<file path="src/rtl/seg7_ctrl_pkg.sv">
// seg7_ctrl_pkg: shared state encoding, word width and counter sizing for the display arbiter
package seg7_ctrl_pkg;
  typedef enum logic {IDLE, SHOW} state_t;
  localparam int MSG_W = 32;
  function automatic int cnt_width(input int hold);
    return $clog2(hold + 1);
  endfunction
endpackage

</file>
<file path="src/rtl/seg7_prio_enc.sv">
// seg7_prio_enc: highest-set-bit encoder, shared by idle grant and preemption compare
module seg7_prio_enc #(
  parameter int NUM_REQ = 4
) (
  input  logic [NUM_REQ-1:0] req,
  output logic               any_valid,
  output logic [2:0]         idx
);
  // later iterations overwrite earlier ones, so the highest set index wins
  always_comb begin
    any_valid = |req;
    idx = '0;
    for (int i = 0; i < NUM_REQ; i++) if (req[i]) idx = 3'(i);
  end
endmodule

</file>
<file path="src/rtl/seg7_msg_arbiter.sv">
// seg7_msg_arbiter: fixed-priority sharing of the 8-digit display with a per-message dwell time
module seg7_msg_arbiter
  import seg7_ctrl_pkg::*;
#(
  parameter int NUM_REQ     = 4,
  parameter int HOLD_CYCLES = 100_000_000
) (
  input  logic                     clk,
  input  logic                     clr_n,
  input  logic [NUM_REQ-1:0]       req,
  input  logic [MSG_W*NUM_REQ-1:0] req_data,
  input  logic [MSG_W-1:0]         idle_data,
  output logic [NUM_REQ-1:0]       ack,
  output logic                     done,
  output logic [2:0]               active_src,
  output logic                     busy,
  output logic [MSG_W-1:0]         x_out
);
  localparam int CNT_W = cnt_width(HOLD_CYCLES);
  localparam logic [CNT_W-1:0] RELOAD = CNT_W'(HOLD_CYCLES - 1);
  state_t state, state_d;
  logic [CNT_W-1:0] cnt, cnt_d;
  logic [MSG_W-1:0] x_d, sel_word;
  logic [NUM_REQ-1:0] ack_d;
  logic done_d, busy_d, any_valid, expire, grant;
  logic [2:0] idx, src_d;
  seg7_prio_enc #(.NUM_REQ(NUM_REQ)) u_enc (
    .req(req),
    .any_valid(any_valid),
    .idx(idx)
  );
  assign expire = (state == SHOW) && (cnt == '0);
  assign grant  = any_valid && ((state == IDLE) || expire || (idx > active_src));
  // pick the word of the winning requester
  always_comb begin
    sel_word = '0;
    for (int i = 0; i < NUM_REQ; i++) if (idx == 3'(i)) sel_word = req_data[i*MSG_W +: MSG_W];
  end
  // next state: grant (new, back-to-back or preempting), fall back to idle on expiry, else count down
  always_comb begin
    state_d = state;
    x_d = x_out;
    cnt_d = cnt;
    ack_d = '0;
    done_d = 1'b0;
    busy_d = busy;
    src_d = active_src;
    if (grant) begin
      state_d = SHOW;
      x_d = sel_word;
      cnt_d = RELOAD;
      ack_d = NUM_REQ'(1) << idx;
      busy_d = 1'b1;
      src_d = idx;
      done_d = (state == SHOW);
    end else if ((state == IDLE) || expire) begin
      state_d = IDLE;
      x_d = idle_data;
      busy_d = 1'b0;
      done_d = expire;
    end else begin
      cnt_d = cnt - CNT_W'(1);
    end
  end
  // all outputs are registered; reset abandons any message without a done pulse
  always_ff @(posedge clk or negedge clr_n) begin
    if (!clr_n) begin
      state <= IDLE;
      x_out <= '0;
      cnt <= '0;
      ack <= '0;
      done <= 1'b0;
      busy <= 1'b0;
      active_src <= '0;
    end else begin
      state <= state_d;
      x_out <= x_d;
      cnt <= cnt_d;
      ack <= ack_d;
      done <= done_d;
      busy <= busy_d;
      active_src <= src_d;
    end
  end
endmodule

</file>
<file path="config.mk">
export PLATFORM = sky130hd
export DESIGN_NAME = seg7_msg_arbiter
export DESIGN_NICKNAME = d
export VERILOG_FILES = /design/src/rtl/seg7_ctrl_pkg.sv /design/src/rtl/seg7_prio_enc.sv /design/src/rtl/seg7_msg_arbiter.sv
export SDC_FILE = /design/constraint.sdc
export NUM_CORES = 1
export LEC_CHECK = 0
export ABC_CLOCK_PERIOD_IN_PS = 6410
export BUFFER_PORTS_ARGS = -buffer_cell sky130_fd_sc_hd__buf_2
export CAP_MARGIN = 10
export CORE_MARGIN = 2
export CORE_UTILIZATION = 40
export DETAILED_ROUTE_END_ITERATION = 10
export PLACE_DENSITY = 0.73
export SYNTH_ARGS = -nofsm -noshare
export SYNTH_HDL_FRONTEND = slang
export SYNTH_SLANG_ARGS = --single-unit
</file>
<file path="constraint.sdc">
create_clock -name clk -period 6.41 [get_ports clk]
set_input_delay 0.641 -clock clk [delete_from_list [all_inputs] [get_ports clk]]
set_output_delay 0.641 -clock clk [all_outputs]
set_load 0.005 [all_outputs]
</file>
Word-level counts from Yosys, hierarchy flattened
Cells that the tools add are included.
Storage, ports and cells
  flip-flop bits (word level): 68
  output and inout bits: 41
Cells by class
  $add $sub $neg: 1
  $lt $le $gt $ge: 1
  equal/unequal tests: 4
  shifts and indexed selects: 1
  multiplexer cells: 16
  bitwise operators: 1
  reductions and logical operators: 8
Operator list (number)
  $mux 32: 6
  $mux 27: 2
  $logic_not 27->1: 1
  $sub 27x1->27 const B: 1
  $eq 3x2->1 const B: 2
  $mux 1: 5
  $mux 2: 2
  $mux 4: 1
  $reduce_or 4->1: 1
  $shl 1x3->4 const A: 1
  $eq 3x1->1 const B: 1
  $gt 3x3->1: 1
  $logic_not 3->1: 1
  $logic_and 1x1->1: 2
  $logic_or 1x1->1: 2
  $ne 2x2->1 const B: 1
  $reduce_bool 2->1: 1
  $not 1->1: 1

Longest topological paths before layout
  depth in word-level cells: 9
  depth in mapped cells: 12

Cells and area by module
A second synthesis with hierarchy kept.
Second synthesis, totals
  cell total of the unflattened synthesis: 402
  area, all modules: 4618.2 um2
Modules (own cells, without submodules)
  seg7_msg_arbiter: times used 1, cells an instance 396, area each 4583.1 um2, seq. area each 1701.6 um2
  seg7_prio_enc: times used 1, cells an instance 6, area each 35.0 um2, seq. area each 0.0 um2

Least setup slack after synthesis
OpenSTA, ideal clock, no wires.
  path type: input to register
  from: input port req[2]
  to: register cnt[18]
  library setup time: 0.126 ns
  data arrival time: 2.983 ns
  required time: 6.284 ns
  setup slack: 3.300 ns
  cell stages on the path: 11
  path buffers: 3
  path through: clkbuf_1 clkbuf_1 nor2_1 inv_1 ha_1 nor2b_1 o21a_1 a211oi_2 clkbuf_1 nor2_1 a311o_1
On the way
  cells in the longest elaborated chain, start to end: 6
  elaborated cells on any way between the ends: 8
Ends and longest elaborated chain
  from (decl): line seg7_msg_arbiter.sv:10  | input logic [NUM_REQ-1:0] req,
  $mux 2 * (2 in series): line seg7_prio_enc.sv:13  | for (int i = 0; i < NUM_REQ; i++) if (req[i]) idx = 3'(i);
  named net idx[1]: line seg7_msg_arbiter.sv:26  | logic [2:0] idx, src_d;
  $gt 3x3->1 *: line seg7_msg_arbiter.sv:33  | assign grant = any_valid && ((state == IDLE) || expire || (idx > active_src));
  $logic_or 1x1->1 *: line seg7_msg_arbiter.sv:33
  $logic_and 1x1->1 *: line seg7_msg_arbiter.sv:33
  $ne 2x2->1 (no source line) / $mux 27 (equally long branches)
  to (signal assigned): line seg7_msg_arbiter.sv:78  | cnt <= cnt_d;
  to (decl): line seg7_msg_arbiter.sv:22  | logic [CNT_W-1:0] cnt, cnt_d;
The timed path passes the listed nets; every way through them passes the cells marked *.
A chain may end at the register's enable or synchronous reset.

Worst setup path after layout
  from: input port req[2]
  to: register active_src[0]
On the way
  cells in the longest elaborated chain, start to end: 5
  elaborated cells on any way between the ends: 6
Ends and longest elaborated chain
  $mux 2 (2 in series): line seg7_prio_enc.sv:13
  $gt 3x3->1: line seg7_msg_arbiter.sv:33
  $logic_or 1x1->1: line seg7_msg_arbiter.sv:33
  $logic_and 1x1->1: line seg7_msg_arbiter.sv:33
  to (signal assigned): line seg7_msg_arbiter.sv:82  | active_src <= src_d;
  to (decl): line seg7_msg_arbiter.sv:15  | output logic [2:0] active_src,
Parallel ways exist; a longest one is shown, timed or not.

==> impl_metrics.tcl <==
set metrics [dict create \
    first_pass_grt_wire_length_um 27100 \
    pin_count_of_the_biggest_net_entering_global_routing 70 \
    dpl.hpwl_um 12500 \
    final-hold-violation-count 0 \
    cts_tree "built" \
    vias_per_cell 6.02 \
    floorplan.initialDensity_pct 41.4 \
    remaining_drc_errors 0 \
    core_um2 11000 \
    clk_root_buffer_cell "sky130_fd_sc_hd__clkbuf_16" \
    layout.cells.most_common_list "205 x sky130_fd_sc_hd__buf_2, 67 x sky130_fd_sc_hd__dfrtp_1, 56 x sky130_fd_sc_hd__a21oi_1" \
    power_density_nw_per_um2 353 \
    timing.critical_path.cells "buf_2 > or3_1 > or2_2 > nand2_1 > o21ai_0" \
    synthDominantCellAreaShare_pct 36.9 \
    critical-path-slowest-cell "sky130_fd_sc_hd__or2_2" \
    synth_warnings 0 \
    critical_path_arrival_ps 3910 \
    detailed_router_iteration_count_before_antenna_repair 5 \
    rows 38 \
    cts-hold-fix-buffers 0 \
    gp_routability_congestion 0.945 \
    achievable-frequency_mhz 272 \
    grt_setup_unrepaired "no" \
    mostFrequentLayoutCell "sky130_fd_sc_hd__buf_2" \
    critical_path.n_buffers_inverters 1 \
    nNetsFinal 890 \
    p_leak_uw 0.00254 \
    max_slew.worst_pin.slew_ps 1100 \
    async_reset_ff_share_pct 100 \
    drtAntennaViolNets 0 \
    synthDistinctLibCells 61 \
    placement.io_buffers 205 \
    timing.final.crit_share_pct 57.4 \
    floorplan.die_area_um2 12200 \
    syn_area_per_cell_um2 8.26 \
    outcome "finished, final reports clean" \
    synth_edf_count 0 \
    netlist.top_cell.by_area "sky130_fd_sc_hd__dfrtp_1" \
    finalSetupViolCount 0 \
    crit_type "in2reg" \
    chipWidth_um 111 \
    post_cts.resized_instances 0 \
    worst_hold_path.num_cells 2 \
    area.growth.synth_to_final_pct 30.1 \
    hold_path.class "reg2reg" \
    path_clk_slew_ps 60 \
    via_count_of_the_first_global_routing_pass 5236 \
    slew_violations 0 \
    syn_std_cell_area_um2 4550 \
    crit_cells 5 \
    global_route.usage.total_pct 27.4 \
    stdcell_count 869 \
    tns_ps 0 \
    skew_ps 9.09 \
    clock_sinks 67 \
    ys_ff_latch 67 \
    vias 5232 \
    peakVddDrop_v 0.000194 \
    maxSlewHeadroom_pct 26.9 \
    route.detailed.wl_per_inst_um 19.8 \
    maximum_buffer_depth_of_the_clock_tree 2 \
    globalRouteOverflowTotal 0 \
    timing.critical_path.slowest_cell_delay_ps 950 \
    cts_buffers 9 \
    syn-instance-count 550 \
    critical_path_required_ps 6640 \
    htree_num_levels 3 \
    synth-main-ff-cell "sky130_fd_sc_hd__dfrtp_1" \
    io-pin-count 207 \
    initial_antenna_violation_count 5 \
    synth_seq_area_share_pct 36.9 \
    postRouteWirelength_um 17200 \
    r2r_cells 5 \
    worst_setup_path_end_kind "flip-flop" \
    maxCapViolCount 0 \
    die_h_um 111 \
    clkLatencyLatePin_ps 340 \
    final_layout_size_suffix_gt1_share_pct 33.6 \
    synth.net_count 720 \
    post-route-min-period_ps 3680 \
    synthTopCellsByArea "sky130_fd_sc_hd__dfrtp_1 37%, sky130_fd_sc_hd__a22oi_1 8.8%, sky130_fd_sc_hd__a21oi_1 6.2%" \
    postCtsSetupRepairBufs 0 \
    startpoint_type "primary input" \
    dpl.cell_count 849 \
    critical_path_peak_fanout 51 \
    cpLargestDelayFamily "simple AND/OR/NAND/NOR gates" \
    first_iter_violations 314 \
]
metrics by stage:
stage	power, µW	cell area, µm²	worst slack, ps	utilization, %	hold slack, ps
after floorplan	1220	4550	3300	-	345
after global placement	1560	5610	2620	51.0	459
after detailed placement	1590	5610	2510	51.0	466
after CTS	2080	5900	2820	53.7	478
after global routing	2210	5910	2570	53.8	490
final	2080	5910	2730	53.8	477
registers in the layout, indices dropped and copies added, names as in the netlist:
register	flops
x_out	32
cnt	27
ack	4
active_src	2
done	1
state	1
worst paths after layout:
kind / slack (ps) / endpoint / start
max: 2730 / active_src[0] / req[2]
min: 480 / x_out[3] / x_out[3]
max reg2reg: 3260 / cnt[15] / cnt[6]
min reg2reg: 480 / x_out[3] / x_out[3]
max in group asynchronous: 5320 / cnt[16] / clr_n
min in group asynchronous: 500 / x_out[30] / clr_n
worst reg2reg max path: stages (launching register included):
cell                      delay, ps
sky130_fd_sc_hd__dfrtp_1        440
sky130_fd_sc_hd__nor4_1         560
sky130_fd_sc_hd__nand4_1        480
sky130_fd_sc_hd__o21ai_1        990
sky130_fd_sc_hd__o21ai_0        230
sky130_fd_sc_hd__a211o_1        310
cells by family (layout without fill, tap and decap cells):
| kind of cell | after synthesis | after routing | synth area share [%] |
|---|---|---|---|
| AO/OA/AOI/OAI | 233 | 233 | 34.8 |
| XOR/XNOR | 4 | 4 | 0.771 |
| adder cells (fa/ha/maj) | 4 | 4 | 1.10 |
| buffers and inverters | 72 | 246 | 6.63 |
| flip-flops | 67 | 67 | 36.9 |
| multiplexers | 1 | 1 | 0.220 |
| other | 1 | 6 | 0.0825 |
| AND/OR/NAND/NOR | 168 | 168 | 19.5 |
synth_stat cells (4+ instances only):
cell type and n:
sky130_fd_sc_hd__nand2_1 44, sky130_fd_sc_hd__a2111oi_0 13, sky130_fd_sc_hd__a21oi_1 56, sky130_fd_sc_hd__dfrtp_1 67, sky130_fd_sc_hd__nor4_1 6, sky130_fd_sc_hd__nand3_1 20, sky130_fd_sc_hd__or3_1 10, sky130_fd_sc_hd__clkbuf_1 39
sky130_fd_sc_hd__nor3_1 26, sky130_fd_sc_hd__o31ai_1 37, sky130_fd_sc_hd__nor2_1 25, sky130_fd_sc_hd__ha_1 4, sky130_fd_sc_hd__o211ai_1 5, sky130_fd_sc_hd__nand4_1 4, sky130_fd_sc_hd__o2111ai_1 5, sky130_fd_sc_hd__buf_2 10
sky130_fd_sc_hd__o21ai_0 32, sky130_fd_sc_hd__a22oi_1 53, sky130_fd_sc_hd__inv_1 18, sky130_fd_sc_hd__or4_1 8
cell type report:
| class | instances | area, µm² |
|---|---|---|
| fillers | 1049 | 5070 |
| clock buffers | 13 | 260 |
| clock inverters | 2 | 35.0 |
| multi-input cells | 411 | 2600 |
| repair buffers | 213 | 1090 |
| well taps | 140 | 175 |
| diodes | 5 | 12.5 |
| flip-flops and latches | 67 | 1680 |
| inverters | 18 | 67.6 |
metal layers:
| metal | global-route usage, % | part of all wire (%) |
|---|---|---|
| met5 | 0 | 0 |
| met2 | 45.8 | 50 |
| met1 | 34.8 | 40 |
| met4 | 10.8 | 2.8 |
| met3 | 5.76 | 7.2 |
report_power, final:
part	switching (µW)	internal, µW	leakage, µW	total (µW)
registers	87.2	561	0.000768	648
logic	574	365	0.00163	939
clock network	178	320	0.000146	497
Note: power is estimated with default switching activity, not from simulation.
